[src/rtl/mc_control_fsm.sv]
// Multicycle MIPS control unit: main FSM plus ALU decoder, with a memory
// ready/request handshake, wait timeout, bne/jal support and illegal-instruction flag.
module mc_control_fsm #(
    parameter int ALUCTRL_W = 3,
    parameter int MAX_WAIT  = 8,
    parameter bit HAS_JAL   = 1'b1
) (
    input  logic                 clk,
    input  logic                 rst,
    input  logic [5:0]           Opcode,
    input  logic [5:0]           Funct,
    input  logic                 mem_ready,
    output logic                 mem_req,
    output logic                 IorD,
    output logic                 ALUSrcA,
    output logic                 IRWrite,
    output logic                 MemWrite,
    output logic                 PCWrite,
    output logic                 RegWrite,
    output logic                 Branch,
    output logic                 BranchNE,
    output logic                 ImmZext,
    output logic [ALUCTRL_W-1:0] ALUControl,
    output logic [1:0]           ALUSrcB,
    output logic [1:0]           PCSrc,
    output logic [1:0]           MemtoReg,
    output logic [1:0]           RegDst,
    output logic [3:0]           state,
    output logic                 instr_done,
    output logic                 illegal_instr,
    output logic                 mem_err
);

    typedef enum logic [3:0] {
        S_FETCH  = 4'd0,  S_DECODE = 4'd1,  S_MEMADR = 4'd2,  S_MEMRD = 4'd3,
        S_MEMWB  = 4'd4,  S_MEMWR  = 4'd5,  S_EXEC   = 4'd6,  S_ALUWB = 4'd7,
        S_BRANCH = 4'd8,  S_IEXEC  = 4'd9,  S_IWB    = 4'd10, S_JUMP  = 4'd11,
        S_JAL    = 4'd12, S_HALT   = 4'd15
    } state_t;

    localparam logic [5:0] OP_R    = 6'b000000, OP_LW   = 6'b100011, OP_SW  = 6'b101011,
                           OP_BEQ  = 6'b000100, OP_BNE  = 6'b000101, OP_ADDI = 6'b001000,
                           OP_ANDI = 6'b001100, OP_ORI  = 6'b001101, OP_J    = 6'b000010,
                           OP_JAL  = 6'b000011;

    localparam logic [5:0] FN_ADD = 6'b100000, FN_SUB = 6'b100010, FN_AND = 6'b100100,
                           FN_OR  = 6'b100101, FN_SLT = 6'b101010;

    localparam logic [2:0] ALU_ADD = 3'b010, ALU_SUB = 3'b110, ALU_AND = 3'b000,
                           ALU_OR  = 3'b001, ALU_SLT = 3'b111;

    localparam int CNT_W = (MAX_WAIT > 1) ? $clog2(MAX_WAIT) : 1;
    localparam logic [CNT_W-1:0] WAIT_LAST = CNT_W'((MAX_WAIT == 0) ? 0 : MAX_WAIT - 1);

    state_t           state_q, state_d;
    logic [CNT_W-1:0] wait_cnt;
    logic             wait_hit;
    logic             err_set;
    logic             is_store;
    logic [2:0]       alu_op;

    // The counter holds completed wait cycles, so the cycle that would make it
    // MAX_WAIT is itself the timeout cycle.
    assign wait_hit = (MAX_WAIT != 0) && (wait_cnt == WAIT_LAST);
    assign state    = state_q;

    // NOTE: sequential state uses non-blocking assignments so every register
    // samples pre-edge values regardless of statement order.
    always_ff @(posedge clk or negedge rst) begin
        if (!rst) begin
            state_q  <= S_FETCH;
            wait_cnt <= '0;
            mem_err  <= 1'b0;
            is_store <= 1'b0;
        end else begin
            state_q <= state_d;
            if (state_d != state_q || mem_ready || !mem_req)
                wait_cnt <= '0;
            else
                wait_cnt <= wait_cnt + 1'b1;
            if (err_set)
                mem_err <= 1'b1;
            if (state_q == S_DECODE)
                is_store <= (Opcode == OP_SW);
        end
    end

    // NOTE: every output is given a default before the case so no path
    // leaves a value unassigned and no latch is inferred.
    always_comb begin
        state_d       = state_q;
        err_set       = 1'b0;
        alu_op        = 3'b000;
        mem_req       = 1'b0;
        IorD          = 1'b0;
        ALUSrcA       = 1'b0;
        IRWrite       = 1'b0;
        MemWrite      = 1'b0;
        PCWrite       = 1'b0;
        RegWrite      = 1'b0;
        Branch        = 1'b0;
        BranchNE      = 1'b0;
        ImmZext       = 1'b0;
        ALUSrcB       = 2'b00;
        PCSrc         = 2'b00;
        MemtoReg      = 2'b00;
        RegDst        = 2'b00;
        instr_done    = 1'b0;
        illegal_instr = 1'b0;

        case (state_q)
            S_FETCH: begin
                mem_req = 1'b1;
                ALUSrcB = 2'b01;
                alu_op  = ALU_ADD;
                IRWrite = mem_ready;
                PCWrite = mem_ready;
                if (mem_ready) state_d = S_DECODE;
                else if (wait_hit) begin
                    state_d = S_HALT;
                    err_set = 1'b1;
                end
            end
            S_DECODE: begin
                ALUSrcB = 2'b11;
                alu_op  = ALU_ADD;
                case (Opcode)
                    OP_LW, OP_SW:             state_d = S_MEMADR;
                    OP_R:                     state_d = S_EXEC;
                    OP_BEQ, OP_BNE:           state_d = S_BRANCH;
                    OP_ADDI, OP_ANDI, OP_ORI: state_d = S_IEXEC;
                    OP_J:                     state_d = S_JUMP;
                    OP_JAL: begin
                        if (HAS_JAL) state_d = S_JAL;
                        else begin
                            illegal_instr = 1'b1;
                            state_d       = S_FETCH;
                        end
                    end
                    default: begin
                        illegal_instr = 1'b1;
                        state_d       = S_FETCH;
                    end
                endcase
            end
            S_MEMADR: begin
                ALUSrcA = 1'b1;
                ALUSrcB = 2'b10;
                alu_op  = ALU_ADD;
                state_d = is_store ? S_MEMWR : S_MEMRD;
            end
            S_MEMRD: begin
                mem_req = 1'b1;
                IorD    = 1'b1;
                if (mem_ready) state_d = S_MEMWB;
                else if (wait_hit) begin
                    state_d = S_HALT;
                    err_set = 1'b1;
                end
            end
            S_MEMWB: begin
                MemtoReg   = 2'b01;
                RegWrite   = 1'b1;
                instr_done = 1'b1;
                state_d    = S_FETCH;
            end
            S_MEMWR: begin
                mem_req    = 1'b1;
                IorD       = 1'b1;
                MemWrite   = mem_ready || !wait_hit;
                instr_done = mem_ready;
                if (mem_ready) state_d = S_FETCH;
                else if (wait_hit) begin
                    state_d = S_HALT;
                    err_set = 1'b1;
                end
            end
            S_EXEC: begin
                ALUSrcA = 1'b1;
                state_d = S_ALUWB;
                case (Funct)
                    FN_ADD: alu_op = ALU_ADD;
                    FN_SUB: alu_op = ALU_SUB;
                    FN_AND: alu_op = ALU_AND;
                    FN_OR:  alu_op = ALU_OR;
                    FN_SLT: alu_op = ALU_SLT;
                    default: begin
                        illegal_instr = 1'b1;
                        state_d       = S_FETCH;
                    end
                endcase
            end
            S_ALUWB: begin
                RegDst     = 2'b01;
                RegWrite   = 1'b1;
                instr_done = 1'b1;
                state_d    = S_FETCH;
            end
            S_BRANCH: begin
                ALUSrcA    = 1'b1;
                alu_op     = ALU_SUB;
                PCSrc      = 2'b01;
                Branch     = (Opcode == OP_BEQ);
                BranchNE   = (Opcode == OP_BNE);
                instr_done = 1'b1;
                state_d    = S_FETCH;
            end
            S_IEXEC: begin
                ALUSrcA = 1'b1;
                ALUSrcB = 2'b10;
                state_d = S_IWB;
                case (Opcode)
                    OP_ANDI: begin alu_op = ALU_AND; ImmZext = 1'b1; end
                    OP_ORI:  begin alu_op = ALU_OR;  ImmZext = 1'b1; end
                    default: alu_op = ALU_ADD;
                endcase
            end
            S_IWB: begin
                RegWrite   = 1'b1;
                instr_done = 1'b1;
                state_d    = S_FETCH;
            end
            S_JUMP: begin
                PCSrc      = 2'b10;
                PCWrite    = 1'b1;
                instr_done = 1'b1;
                state_d    = S_FETCH;
            end
            S_JAL: begin
                PCSrc      = 2'b10;
                PCWrite    = 1'b1;
                RegWrite   = 1'b1;
                RegDst     = 2'b10;
                MemtoReg   = 2'b10;
                instr_done = 1'b1;
                state_d    = S_FETCH;
            end
            S_HALT:  state_d = S_HALT;
            default: state_d = S_FETCH;
        endcase

        ALUControl      = '0;
        ALUControl[2:0] = alu_op;

        // Reset is asynchronous, so outputs are killed combinationally the
        // moment rst falls rather than waiting for the register to update.
        if (!rst) begin
            mem_req       = 1'b0;
            IorD          = 1'b0;
            ALUSrcA       = 1'b0;
            IRWrite       = 1'b0;
            MemWrite      = 1'b0;
            PCWrite       = 1'b0;
            RegWrite      = 1'b0;
            Branch        = 1'b0;
            BranchNE      = 1'b0;
            ImmZext       = 1'b0;
            ALUControl    = '0;
            ALUSrcB       = 2'b00;
            PCSrc         = 2'b00;
            MemtoReg      = 2'b00;
            RegDst        = 2'b00;
            instr_done    = 1'b0;
            illegal_instr = 1'b0;
        end
    end

endmodule

[config.mk]
export PLATFORM = sky130hd
export DESIGN_NAME = mc_control_fsm
export DESIGN_NICKNAME = d
export VERILOG_FILES = /design/src/rtl/mc_control_fsm.sv
export SDC_FILE = /design/constraint.sdc
export NUM_CORES = 1
export LEC_CHECK = 0
export CORE_MARGIN = 2
export CORE_UTILIZATION = 62
export CTS_CLUSTER_DIAMETER = 200
export DETAILED_ROUTE_END_ITERATION = 10
export DONT_BUFFER_PORTS = 1
export GPL_TIMING_DRIVEN = 0
export PLACE_DENSITY_LB_ADDON = 0.25
export RECOVER_POWER = 25
export SYNTH_ARGS = -nofsm -noshare
export SYNTH_HDL_FRONTEND = slang
export SYNTH_SLANG_ARGS = --single-unit
[constraint.sdc]
create_clock -name clk -period 2.2 [get_ports clk]
set_input_delay 0.44 -clock clk [delete_from_list [all_inputs] [get_ports clk]]
set_output_delay 0.44 -clock clk [all_outputs]
set_load 0.03 [all_outputs]
==> reports/qor.yml, run 1 <==
outcome:
  status: "did not finish"
  lastStage: "global routing"
  error: "[ERROR DPL-0033] detailed placement checks failed during check placement."
synth:
  yosys_warnings: 0
  synth-seq-cells: 9
  syn_nets: 170
  synth_top_area_share_pct: 20.3
  synth.cell_area_um2: 1110
  yosysMostFrequentCell: "nand2_1"
  syn_avg_cell_area_um2: 7.25
  yosysTopAreaCell: "dfrtp_1"
  ys_top_cells_by_area: "dfrtp_1 20%, nand2_1 5.4%, nor2_1 5.1%, nand2b_1 4.5%, a21oi_1 4.1%"
  synth_edf_count: 0
  synthFlopType: "dfrtp_1"
  ys_top_cells_by_count: "16 x nand2_1, 15 x nor2_1, 9 x a21oi_1, 9 x dfrtp_1"
  syn_inst: 153
  ys_seq_area_share_pct: 20.3
  async_flop_share_pct: 100
  synth_cell_types: 48
floorplanning:
  dieHeight_um: 46.3
  ios: 43
  rows: 15
  start_util_pct: 64.9
  fp.dieW_um: 46.3
placement:
  gp_congestion: 0.851
  portBuffers: 0
  place_hpwl_um: 2210
clock_tree:
  clk_path_buf_depth: 2
  clock-sinks: 9
  cts-root-buf: "clkbuf_4"
  htree_levels: 1
  cts_made_buffers: 3
grt:
  grt_max_degree: 11
  antenna_found_initial: 0
timing:
  endpoint_type: "top-level output"
  grt_worst_setup_endpoint: "PCWrite"
[kinds of logic after synthesis]
logic type	count (synthesis)	share of synthesized area [%]
XOR/XNOR	3	2.37
AO/OA/AOI/OAI	36	21.4
flip-flops	9	20.3
adder cells (fa/ha/maj)	2	2.26
AND/OR/NAND/NOR	83	43.1
buffers and inverters	18	8.69
multiplexers	2	1.81
[timing repair]
item / 4_1_cts
hold buffers: 1
setup endpoints to repair: 22
gates resized for setup: 55
setup buffers: 10
hold endpoints to repair: 9
pin swaps: 10
[stage by stage]
step	worst slack, ns	hold slack, ns	area (um^2)	cells	TNS [ns]
2_1_floorplan	-0.0942	0.144	1160	153	-0.105
3_3_place_gp	-0.258	0.145	1200	178	-1.16
4_1_cts	-0.173	0.322	1500	193	-0.762
3_5_place_dp	-0.278	0.145	1200	178	-1.34
==> run 2: changes to the inputs <==
CORE_AREA = 2 2 63 65   (was unset)
CORE_MARGIN = unset   (was 2)
CORE_UTILIZATION = unset   (was 62)
CTS_CLUSTER_DIAMETER = unset   (was 200)
DIE_AREA = 0 0 65 67   (was unset)
PLACE_DENSITY_LB_ADDON = 0.15   (was 0.25)
==> run 2 against run 1 <==
  * The flow now finishes, with violations (setup timing)
  * Synthesized cell count stayed put
  * Synthesized area stayed put
==> reports/qor.yml, run 2 <==
clock_tree:
  cts-root-buf: "clkbuf_8"
  clock-sinks: 9  # unchanged
  clk_pin_slew_ns: 0.04
  htree_levels: 1  # unchanged
  clk_path_buf_depth: 2  # unchanged
  cts_tree: "done"
  clock_latency_ns: 0.24
  cts_made_buffers: 3  # unchanged
floorplanning:
  fp.dieW_um: 65  # +40%
  ios: 43  # unchanged
  rows: 22  # +7
  die_area_um2: 4360
  start_util_pct: 30.7  # -34 points
  dieHeight_um: 67  # +45%
  core_um2: 3610
placement:
  portBuffers: 0  # unchanged
  gp_congestion: 0.792  # -6.9%
  place_hpwl_um: 2630  # +19%
  placed_area_um2: 1220  # +2.4%
routing:
  drc_errors: 0
  vias: 1241
  wl_per_cell_um: 17.4
  routed_wl_um: 3820
  drt_iter0_drc: 57
  first_pass_iters: 4
  vias_per_cell: 5.64
  ant_nets: 0
run:
  drv_cap: 0
synth:
  yosysMostFrequentCell: "nand2_1"
  syn_inst: 153  # unchanged
  ys_top_cells_by_count: "16 x nand2_1, 15 x nor2_1, 9 x a21oi_1, 9 x dfrtp_1"
  syn_avg_cell_area_um2: 7.25  # unchanged
  ys_seq_area_share_pct: 20.3  # unchanged
  synth_top_area_share_pct: 20.3  # unchanged
  syn_nets: 170  # unchanged
  ys_top_cells_by_area: "dfrtp_1 20%, nand2_1 5.4%, nor2_1 5.1%, nand2b_1 4.5%, a21oi_1 4.1%"
  synth_edf_count: 0  # unchanged
  synth.cell_area_um2: 1110  # unchanged
  async_flop_share_pct: 100  # unchanged
  synth_cell_types: 48  # unchanged
  synth-seq-cells: 9  # unchanged
  yosys_warnings: 0  # unchanged
  yosysTopAreaCell: "dfrtp_1"
  synthFlopType: "dfrtp_1"
layout:
  final_common_cell: "buf_4"
  final_cell_mix: "14 x buf_4, 12 x nand2_1, 10 x nor2_1"
  post-route-cell-area_um2: 1650
  diodes: 0
  fin_util_pct: 45.9
  largest_register_ff_count: 4
  nNetsFinal: 190
  area_growth_pct: 49.2
  drive_gt1_share_pct: 45.3
pwr:
  power.leakage_uw: 0.000663
  ir_worst_vdd_mv: 0.509
  power_density_nw_per_um2: 1080
worst_hold_path:
  holdPathStages: 1
  min_path_type: "input pin to register"
  holdPathEnd: "state[1]$_DFF_PN0_"
  hp-start: "mem_ready"
outcome:
  status: "finished, violations left"
  violations: "setup timing"
grt:
  grt_pass1_vias: 1279
  grt_usage_pct: 18.1
  grt_pass1_wl_um: 6100
  gr-total-overflow: 0
  antenna_found_initial: 0
  grt_max_degree: 11
timing:
  period_needed_ns: 2.36
  tns_ns: -0.575
  finalSetupViolations: 6
  max_slew_margin_pct: 63.1
  finalCritPeriodShare_pct: 107
  maxSlewViolCount: 0
  rsz0062_at_grt: "true"
  tightest_slew_ns: 0.554
  skew_ns: 0.00229
  hold_viol: 0
  max_freq_ghz: 0.423
  setup_slack_ns: -0.162
critical_path:
  critPathBufInv: 2
  rr_startpoint: "state[2]$_DFF_PN0_"
  start_kind: "register"
  cpPeakStageDelay_ns: 0.48
  path_delay_family: "simple AND/OR/NAND/NOR gates"
  cp_slowest_cell: "dfrtp_2"
  rr_endpoint: "wait_cnt[0]$_DFF_PN0_"
  crit_required_ns: 1.76
  critPathArrivalTime_ns: 1.92
  reg2reg_slack_ns: 0.30
  end_kind: "primary output"
  crit_chain: "buf_6, buf_12, nor2_4, nand2_4, nor4_4, or2_4"
  r2r_cells: 7
  crit_type: "register to primary output"
  crit_path_max_fanout: 3
## run 2: how the worst max path moves through the flow
stage / start / to / slack [ns] / cells past startpoint
floorplan: state[1]$_DFF_PN0_ / PCWrite / -0.09 / 5
finish: state[0]$_DFF_PN0_ / PCWrite / -0.16 / 6
global placement: state[1]$_DFF_PN0_ / PCWrite / -0.36 / 5
global route: state[0]$_DFF_PN0_ / PCWrite / -0.22 / 6
CTS: state[0]$_DFF_PN0_ / PCWrite / -0.17 / 6
detailed placement: state[1]$_DFF_PN0_ / PCWrite / -0.35 / 5
## run 2: power breakdown
part | internal [uW] | switching, uW | total, uW
logic | 552 | 745 | 1300
registers | 202 | 93.8 | 296
clock network | 126 | 66.3 | 193
total | 881 | 906 | 1790
## run 2: worst reg2reg max path, cell delays in order, from the launching register on
cell and delay (ns):
dfrtp_2 0.47, buf_6 0.16, buf_4 0.14, xor2_1 0.21, mux2i_1 0.21, nor2b_1 0.08, or3_4 0.39, nor3_2 0.16
## run 2: layer usage
metal / vias up / wire length, um / GRT usage (%)
met2: 39 / 1990 / 32.7
met4: 0 / 95 / 9.04
met3: 11 / 221 / 3.38
li1: 589 / - / -
met1: 602 / 1510 / 20.1
met5: - / 0 / 0
## run 2: logic make-up (layout without fill, tap and decap cells)
group                    Yosys count  count (layout)  share of synthesized area (%)
AO/OA/AOI/OAI                     36              36                           21.4
XOR/XNOR                           3               3                           2.37
adder cells (fa/ha/maj)            2               2                           2.26
buffers and inverters             18              37                           8.69
flip-flops                         9               9                           20.3
multiplexers                       2               2                           1.81
AND/OR/NAND/NOR                   83              83                           43.1
## run 2: per-stage QoR
stage | hold slack [ns] | setup WS, ns | std cells | power, uW
floorplan | 0.144 | -0.0942 | 153 | 956
global placement | 0.145 | -0.361 | 201 | 1100
detailed placement | 0.145 | -0.348 | 201 | 1110
CTS | 0.398 | -0.169 | 219 | 1740
global route | 0.408 | -0.220 | 220 | 1890
finish | 0.402 | -0.162 | 220 | 1790
## run 2: final cells by class
class | count | area [um^2]
fill | 376 | 1950
multi-input combinational | 126 | 1040
sequential | 9 | 230
timing repair buffer | 16 | 139
buffer | 12 | 119
tap | 48 | 60.1
clock buffer | 4 | 45.0
inverter | 5 | 18.8
## run 2: timing repair
action / in CTS / in global routing
setup endpoints to repair: 22 / 16
resized for setup: 59 / 15
setup buffers: 13 / 2
endpoints found under the hold margin: 9 / 0
pin swaps: 10 / 10
hold buffers: 1 / 0
gates cloned: 0 / 0
No activity file was read; power rests on OpenSTA's default activity.
==> run 3: changes to the inputs <==
HOLD_SLACK_MARGIN = 0.15   (was unset)
SLEW_MARGIN = 20   (was unset)
==> results of run 3 <==
Final layout, timing and power as in run 2 (identical DEF).
==> run 4: changes to the inputs <==
SETUP_SLACK_MARGIN = 0.3   (was unset)
==> run 4 against run 3 <==
  * The run still ends with setup timing left
  * Global-route usage rose by 0.68 points
  * Fmax rose by 1.7%
  * Worst setup slack improved by 0.039 ns
  * First-iteration DRC count fell by 23%
  * Final cell count rose by 12%
  * Clock skew rose by 0.0012 ns
  * Total power rose by 33%
  * Clock power fell by 3%
  * Via count rose by 11%
  * Flip-flop and latch count did not move
  * Utilization rose by 13 points
  * Register-to-register slack got worse by 0.03 ns
  * Critical path type unchanged
  * Largest power group unchanged
==> reports/qor.yml, run 4 (synthesized netlist as in run 2, its figures left out) <==
outcome:
  status: "finished, violations left"
  violations: "setup timing"
placement:
  place_hpwl_um: 2610  # -0.49%
  place_ws_ns: -0.0945  # +0.254 ns
  placed_area_um2: 1350  # +10%
  placedCellCount: 201  # unchanged
  portBuffers: 0  # unchanged
  gp_congestion: 0.817  # +3.1%
layout:
  nNetsFinal: 217  # +14%
  drive_gt1_share_pct: 61.3  # +16 points
  largest_register_ff_count: 4  # unchanged
  post-route-cell-area_um2: 2120  # +28%
  area_growth_pct: 91.0
  final_common_cell: "buf_4"
  nFillCells: 310  # -18%
  final_cell_mix: "23 x buf_4, 22 x buf_6, 10 x nor2_1"
  layout.cells.non_filler: 247  # +12%
  diodes: 0  # unchanged
timing:
  max_freq_ghz: 0.431  # +1.7%
  maxSlewViolCount: 0  # unchanged
  rsz0062_at_grt: "true"
  skew_ns: 0.00354  # +0.00124 ns
  finalCritPeriodShare_pct: 106  # -1.8 points
  finalSetupViolations: 9  # +3
  period_needed_ns: 2.32  # -0.0393 ns
  tightest_slew_ns: 0.577  # +0.0227 ns
  hold_viol: 0  # unchanged
  max_slew_margin_pct: 61.6  # -1.5 points
  setup_slack_ns: -0.123  # +0.0393 ns
  tns_ns: -0.424  # +0.152 ns
routing:
  wl_per_cell_um: 17.7  # +2.0%
  ant_nets: 0  # unchanged
  first_pass_iters: 4  # unchanged
  drc_errors: 0  # unchanged
  routed_wl_um: 4370  # +14%
  drt_iter0_drc: 44  # -23%
  vias_per_cell: 5.56  # -1.5%
  vias: 1373  # +11%
floorplanning:
  core_um2: 3610  # unchanged
  rows: 22  # unchanged
  start_util_pct: 30.7  # unchanged
  dieHeight_um: 67  # unchanged
  ios: 43  # unchanged
  die_area_um2: 4360  # unchanged
  fp.dieW_um: 65  # unchanged
critical_path:
  crit_path_max_fanout: 7  # +4
  critPathArrivalTime_ns: 1.88  # -0.04 ns
  path_delay_family: "simple AND/OR/NAND/NOR gates"
  end_kind: "primary output"
  crit_chain: "buf_6, nor2_4, buf_4, buf_6, nand2_4, o21ai_2, and3_4, or2_4"
  cp_common_cell: "buf_6"
  critPathBufInv: 3  # +1
  crit_required_ns: 1.76  # about the same
  cp_slowest_cell: "dfrtp_2"
  crit_type: "register to primary output"
  start_kind: "register"
  cpPeakStageDelay_ns: 0.52  # +0.04 ns
grt:
  antenna_found_initial: 0  # unchanged
  grt_usage_pct: 18.7  # +0.68 points
  gr-total-overflow: 0  # unchanged
  grt_pass1_wl_um: 6380  # +4.6%
  grt_max_degree: 11  # unchanged
  grt_pass1_vias: 1347  # +5.3%
pwr:
  ir_worst_vdd_mv: 0.540  # +6.1%
  power_density_nw_per_um2: 1120  # +3.8%
  power.leakage_uw: 0.000901  # +36%
  power_uw: 2370  # +33%
clock_tree:
  clk_pin_slew_ns: 0.04  # about the same
  clk_path_buf_depth: 2  # unchanged
  clock_latency_ns: 0.23  # about the same
  htree_levels: 1  # unchanged
  clock-sinks: 9  # unchanged
  cts_made_buffers: 3  # unchanged
  cts-root-buf: "clkbuf_8"
  cts_tree: "done"
run:
  drv_cap: 0  # unchanged
worst_hold_path:
  min_path_type: "input pin to register"
[run 4: power by group]
part	switching [uW]	internal [uW]	total [uW]
clock network	61.6	126	188
registers	94.4	202	297
logic	961	928	1890
total	1120	1260	2370
[run 4: final timing paths]
path	start	cells after the start	endpoint	slack, ns
max reg2reg	state[2]$_DFF_PN0_	7	wait_cnt[0]$_DFF_PN0_	0.27
max	state[1]$_DFF_PN0_	8	PCWrite	-0.12
max in group asynchronous	rst	1	state[2]$_DFF_PN0_	1.32
min	mem_ready	1	state[1]$_DFF_PN0_	0.38
min in group asynchronous	rst	1	wait_cnt[1]$_DFF_PN0_	0.57
min reg2reg	wait_cnt[0]$_DFF_PN0_	1	wait_cnt[0]$_DFF_PN0_	0.44
[run 4: worst reg2reg max path, delay by kind of cell, from the launching register on]
family | cells | cell delay [ns]
buffers and inverters | 2 | 0.29
muxes | 1 | 0.22
xor gates and xnor gates | 1 | 0.23
DFF | 1 | 0.47
and+or+nand+nor | 3 | 0.65
[run 4: per-stage QoR]
step / hold slack [ns] / util (%)
global placement: 0.145 / 37.4
finish: 0.385 / 58.7
global route: 0.419 / 58.7
CTS: 0.382 / 52.2
detailed placement: 0.145 / 37.4
floorplan: 0.144 / -
[run 4: layout make-up]
cell class / count / area, um^2 / share of cell area, %
inverter: 5 / 23.8 / 1.12
buffer: 13 / 150 / 7.09
clock buffer: 4 / 45.0 / 2.13
sequential: 9 / 230 / 10.9
timing repair buffer: 42 / 389 / 18.4
multi-input combinational: 126 / 1220 / 57.6
tap: 48 / 60.1 / 2.84
[run 4: repair_timing]
action,in CTS,in global routing
resized for setup,71,32
pin swaps,20,16
hold buffers,1,0
endpoints found under the hold margin,9,0
setup endpoints to repair,23,28
buffers inserted,30,11
[run 4: layer usage]
layer	part of all wire [%]	global-route usage, %
met1	41	22.0
met2	53	33.9
met3	4.9	3.55
met4	1.7	6.38
met5	0	0
